File: config.mk
export PLATFORM = sky130hd
export DESIGN_NAME = if_id_skid_reg
export DESIGN_NICKNAME = d
export VERILOG_FILES = /design/src/rtl/if_id_pkg.sv /design/src/rtl/ifid_sat_counter.sv /design/src/rtl/if_id_skid_reg.sv
export SDC_FILE = /design/constraint.sdc
export NUM_CORES = 1
export LEC_CHECK = 0
export ABC_AREA = 1
export BUFFER_PORTS_ARGS = -buffer_cell sky130_fd_sc_hd__clkbuf_2
export CORE_MARGIN = 2
export CORE_UTILIZATION = 45
export DETAILED_ROUTE_END_ITERATION = 8
export GPL_TIMING_DRIVEN = 0
export PLACE_DENSITY = 0.68
export SETUP_SLACK_MARGIN = 0.4
export SLEW_MARGIN = 10
export SYNTH_ARGS = -nofsm -noshare
export SYNTH_HDL_FRONTEND = slang
export SYNTH_SLANG_ARGS = --single-unit
File: constraint.sdc
create_clock -name clk -period 1.1 [get_ports clk]
set_input_delay 0.055 -clock clk [delete_from_list [all_inputs] [get_ports clk]]
set_output_delay 0.055 -clock clk [all_outputs]
set_load 0.03 [all_outputs]
File: src/rtl/if_id_pkg.sv
// Shared definitions for the IF/ID skid register: default widths, the bubble
// encoding and the fetch beat layout with pack/unpack helpers.
package if_id_pkg;

  localparam int          IFID_PC_W      = 8;
  localparam int          IFID_INSTR_W   = 32;
  localparam int          IFID_PC_INC    = 1;
  localparam int          IFID_CNT_W     = 16;
  localparam logic [31:0] IFID_NOP_INSTR = 32'hF800_0000;

  // One fetched beat at the default widths: PC, precomputed next-PC, instruction.
  typedef struct packed {
    logic [IFID_PC_W-1:0]    pc;
    logic [IFID_PC_W-1:0]    next_pc;
    logic [IFID_INSTR_W-1:0] instr;
  } fetch_beat_t;

  localparam int IFID_BEAT_W = $bits(fetch_beat_t);

  function automatic logic [IFID_BEAT_W-1:0] pack_beat(input fetch_beat_t b);
    return b;
  endfunction

  function automatic fetch_beat_t unpack_beat(input logic [IFID_BEAT_W-1:0] v);
    return fetch_beat_t'(v);
  endfunction

endpackage

File: src/rtl/ifid_sat_counter.sv
// Saturating event counter: clears on clr, otherwise adds one per inc until
// it reaches all-ones, where it sticks.
module ifid_sat_counter #(
  parameter int CNT_W = 16
) (
  input  logic             clk,
  input  logic             clr,
  input  logic             inc,
  output logic [CNT_W-1:0] cnt
);

  logic [CNT_W-1:0] r_cnt;

  // Count up on inc, hold at the maximum value, clear has priority.
  always_ff @(posedge clk) begin
    if (clr) begin
      r_cnt <= '0;
    end else if (inc && (r_cnt != {CNT_W{1'b1}})) begin
      r_cnt <= r_cnt + CNT_W'(1);
    end
  end

  assign cnt = r_cnt;

endmodule

File: src/rtl/if_id_skid_reg.sv
// IF/ID pipeline register with a two-entry skid (main slot + skid slot),
// synchronous flush and NOP bubble output.
// Optional build macro IFID_PERF_EN adds stall/bubble/flush counters.
module if_id_skid_reg
  import if_id_pkg::*;
#(
  parameter int          PC_W      = IFID_PC_W,
  parameter int          INSTR_W   = IFID_INSTR_W,
  parameter int          PC_INC    = IFID_PC_INC,
  parameter logic [31:0] NOP_INSTR = IFID_NOP_INSTR
`ifdef IFID_PERF_EN
  ,
  parameter int          CNT_W     = IFID_CNT_W
`endif
) (
  input  logic               clk,
  input  logic               rst,
  input  logic               flush,
  input  logic               in_valid,
  output logic               in_ready,
  input  logic [PC_W-1:0]    in_pc,
  input  logic [INSTR_W-1:0] in_instr,
  output logic               out_valid,
  input  logic               out_ready,
  output logic [PC_W-1:0]    out_pc,
  output logic [PC_W-1:0]    out_next_pc,
  output logic [INSTR_W-1:0] out_instr
`ifdef IFID_PERF_EN
  ,
  output logic [CNT_W-1:0]   stall_cnt,
  output logic [CNT_W-1:0]   bubble_cnt,
  output logic [CNT_W-1:0]   flush_cnt
`endif
);

  // Handshake: a beat transfers on a side exactly when valid and ready are both
  // high at a rising edge. in_ready depends only on the skid register and rst,
  // so out_ready never reaches in_ready combinationally; the skid slot absorbs
  // the one beat that may arrive while decode is stalling.

  // Same layout as fetch_beat_t, sized by this instance's parameters.
  typedef struct packed {
    logic [PC_W-1:0]    pc;
    logic [PC_W-1:0]    next_pc;
    logic [INSTR_W-1:0] instr;
  } beat_t;

  localparam logic [INSTR_W-1:0] NOP_W = INSTR_W'(NOP_INSTR);

  beat_t r_main;
  beat_t r_skid;
  logic  r_main_v;
  logic  r_skid_v;

  beat_t w_in_beat;
  logic  w_in_ready;
  logic  w_in_fire;
  logic  w_out_fire;
  logic  w_main_free;

  assign w_in_ready  = !r_skid_v && !rst;
  assign w_in_fire   = in_valid && w_in_ready;
  assign w_out_fire  = r_main_v && out_ready;
  assign w_main_free = !r_main_v || w_out_fire;

  assign w_in_beat.pc      = in_pc;
  assign w_in_beat.next_pc = in_pc + PC_W'(PC_INC);
  assign w_in_beat.instr   = in_instr;

  // Slot update: reset, then flush, then fill/drain with skid draining first
  // so beat order is preserved.
  always_ff @(posedge clk) begin
    if (rst) begin
      r_main_v <= 1'b0;
      r_skid_v <= 1'b0;
      r_main   <= '{pc: '0, next_pc: '0, instr: NOP_W};
      r_skid   <= '{pc: '0, next_pc: '0, instr: NOP_W};
    end else if (flush) begin
      r_main_v <= 1'b0;
      r_skid_v <= 1'b0;
    end else if (w_main_free) begin
      if (r_skid_v) begin
        r_main   <= r_skid;
        r_main_v <= 1'b1;
        r_skid_v <= 1'b0;
      end else if (w_in_fire) begin
        r_main   <= w_in_beat;
        r_main_v <= 1'b1;
      end else begin
        r_main_v <= 1'b0;
      end
    end else if (w_in_fire) begin
      r_skid   <= w_in_beat;
      r_skid_v <= 1'b1;
    end
  end

  assign in_ready    = w_in_ready;
  assign out_valid   = r_main_v;
  assign out_pc      = r_main.pc;
  assign out_next_pc = r_main.next_pc;
  assign out_instr   = r_main_v ? r_main.instr : NOP_W;

`ifdef IFID_PERF_EN
  logic w_stall_inc;
  logic w_bubble_inc;
  logic w_flush_inc;

  assign w_stall_inc  = r_main_v && !out_ready;
  assign w_bubble_inc = !r_main_v && out_ready;
  assign w_flush_inc  = flush && (r_main_v || r_skid_v);

  ifid_sat_counter #(.CNT_W(CNT_W)) u_stall_cnt (
    .clk (clk),
    .clr (rst),
    .inc (w_stall_inc),
    .cnt (stall_cnt)
  );

  ifid_sat_counter #(.CNT_W(CNT_W)) u_bubble_cnt (
    .clk (clk),
    .clr (rst),
    .inc (w_bubble_inc),
    .cnt (bubble_cnt)
  );

  ifid_sat_counter #(.CNT_W(CNT_W)) u_flush_cnt (
    .clk (clk),
    .clr (rst),
    .inc (w_flush_inc),
    .cnt (flush_cnt)
  );
`endif

endmodule

==> qor.yml <==
status:
  status: "finished with violations"
  failed_checks: "negative setup slack"
setup_path:
  path_depth: 9
  rr_endpoint: "r_skid[34]"
  crit_type: "reg2reg"
  r2r_setup_slack_ns: -0.34
  slowest_stage: "dfxtp_2"
  critPathMaxStageDelay_ns: 0.32
  worstSetupStartpointType: "flop"
  r2r_start: "r_skid_v"
  critPathArrivalTime_ns: 1.71
  crit_chain: "buf_6 > nor3_4 > buf_12 > nand2_4 > buf_4 > nand2_1 > o21ai_2 > inv_1 > nor2_1"
  critPathCapture: "r_skid[34]"
  path_buf_inv: 4
  worstSetupStartpoint: "r_skid_v"
  path_delay_family: "buffers and inverters"
  endpoint_kind: "flop"
  crit_fanout: 6
  critical_path_required_ns: 1.37
  ff2ff_path_depth: 9
logic_synthesis:
  synth_edf_count: 0
  synth_top_cell_area_share: 0.420
  ys_top_cells_by_area: "dfxtp_1, nand2_1, nor2_1, o21ai_0, inv_1"
  ys_async_sr_fraction: 0
  synthFlopType: "dfxtp_1"
  seq_area_frac_synth: 0.420
  syn_nets: 752
  synth_cell_types: 28
  synth_warnings: 0
  synthCells: 706
  syn_avg_cell_area_um2: 6.61
  yosysTopAreaCell: "dfxtp_1"
  syn_area_um2: 4670
  synth-seq-cells: 98
finish:
  drive_gt1_frac: 0.409
  syn2layout_area_growth_pct: 71.8
  multiInputGateArea_um2: 2700
  regArea_um2: 1990
  antennaDiodeCount: 0
  layout.nets: 931
  fillers: 664
  layout_common_cells: "nand2_1, nor2_1, dfxtp_1"
  stdcell_count: 1025
  layout_commonest_cell: "nand2_1"
  utilization: 0.787
clocking:
  cts_sinks: 98
  htree_levels: 3
  path_clk_slew_ns: 0.10
  cts_buffer_depth: 2
  cts_buffers: 9
  cts_tree: "done"
  clock-root-buffer: "clkbuf_8"
  clk_latency_ns: 0.38
placement:
  place_inst: 934
  place.detailed.hpwl_um: 8620
  routabilityCongestion: 0.890
  port_buffers: 92
drt:
  wl_um: 16600
  drtPass1Iterations: 5
  postRouteAntennaNets: 0
  drcViolationCount: 0
  wl_per_cell_um: 16.2
  vias: 5286
  vias_per_cell: 5.16
  drt_iter0_drc: 313
power:
  max-vdd-ir-drop_mv: 0.638
  p_leak_nw: 3.93
  powerDensity_nw_per_um2: 942
timing:
  skew_ns: 0.0126
  period_share: 1.31
  final_hold_viol_count: 0
  rsz0062_at_grt: "yes"
  fin_crit_ns: 1.44
  max_freq_ghz: 0.695
  relSlewSlack: 0.517
  setup_viol_count_final: 129
  fin_ws_ns: -0.338
  worst_pin_slew_ns: 0.725
  slew_violations: 0
die:
  initial_utilization: 0.458
  die_w_um: 106
  ios: 95
  die_y_um: 106
  coreArea_um2: 10200
  dieArea_um2: 11200
  std_cell_rows: 37
grt:
  grt_max_degree: 15
  first_global_vias: 4962
  antenna_found_initial: 0
  grt_overflow_total: 0
  grt_usage: 0.265
  grt_first_pass_wirelength_um: 23500
job:
  cap_violations: 0
worst_hold_path:
  hold_path.class: "in2reg"
[state kept, by name, indices dropped and copies added, names as in the netlist]
signal	flops
out_pc	8
r_main	32
r_skid_v	1
out_valid	1
out_next_pc	8
r_skid	48
[worst min path at each step]
| stage | startpoint | endpoint | slack [ns] | cells past startpoint |
|---|---|---|---|---|
| 2_1_floorplan | in_instr[31] | r_skid[31] | 0.17 | 2 |
| 3_3_place_gp | rst | r_skid[32] | 0.29 | 2 |
| 3_5_place_dp | rst | r_skid[32] | 0.30 | 2 |
| 4_1_cts | out_ready | out_valid | -0.03 | 4 |
| 5_1_grt | flush | r_skid_v | 0.03 | 4 |
| 6_report | flush | r_skid_v | 0.01 | 4 |
[cells in the mapped netlist (all sizes together), types with 4 or more instances]
master	instances
inv	60
o21ai	89
buf	42
dfxtp	98
or2	5
clkbuf	17
nand3	15
o211ai	4
nor2	169
nand2	192
a21oi	10
[per-layer routing]
layer  track usage  share of wire  vias up
met5             0              0        -
li1              -              -     2525
met3        0.0371          0.062       61
met4         0.144          0.039        0
met1         0.326           0.40     2453
met2         0.448           0.49      247
[where the power goes]
part	switching [mW]	internal [mW]	total, mW
Combinational	0.736	0.709	1.44
Sequential	0.103	3.66	3.76
Clock	1.25	1.10	2.35
Total	2.09	5.46	7.55
[stage by stage]
| stage | hold WS, ns | TNS, ns | setup slack, ns | cell area [µm²] | total power [mW] |
|---|---|---|---|---|---|
| 2_1_floorplan | 0.168 | -1.20 | -0.0291 | 4880 | 4.38 |
| 3_3_place_gp | 0.292 | -12.18 | -0.263 | 5510 | 4.63 |
| 3_5_place_dp | 0.297 | -14.87 | -0.290 | 5510 | 4.65 |
| 4_1_cts | -0.0270 | -27.15 | -0.267 | 7180 | 7.23 |
| 5_1_grt | 0.0256 | -40.44 | -0.408 | 8020 | 7.83 |
| 6_report | 0.0139 | -34.70 | -0.338 | 8020 | 7.55 |
[area by class of cell]
class / count / share of cell area
repair inverters: 2 / 0.00250
repair buffers: 164 / 0.241
inverters: 61 / 0.0373
plain buffers: 59 / 0.0894
well taps: 136 / 0.0212
flip-flops and latches: 98 / 0.248
clock inverters: 3 / 0.00499
clock buffers: 12 / 0.0181
multi-input cells: 490 / 0.337
[worst register-to-register path, stage by stage (launching register included)]
cell and delay [ns]:
dfxtp_2 0.32, buf_6 0.13, nor3_4 0.22, buf_12 0.14, nand2_4 0.09, buf_4 0.17, nand2_1 0.10, o21ai_2 0.06
inv_1 0.07, nor2_1 0.04
[what timing repair did]
item	CTS	global route
endpoints found under the setup margin	148	148
endpoints found under the hold margin	44	0
cloned	9	10
buffers inserted	13	6
pin swaps	15	18
gates resized for setup	207	183
hold buffers	38	0
[logic make-up (layout without fill, tap and decap cells)]
kind of cell | count (synthesis) | in the layout | synth area share
adder cells (fa/ha/maj) | 1 | 1 | 0.00268
XOR/XNOR | 1 | 1 | 0.00188
AND/OR/NAND/NOR | 383 | 385 | 0.326
AO/OA/AOI/OAI | 103 | 103 | 0.113
buffers and inverters | 120 | 301 | 0.136
flip-flops | 98 | 98 | 0.420
Note: power is estimated with default switching activity, not from simulation.
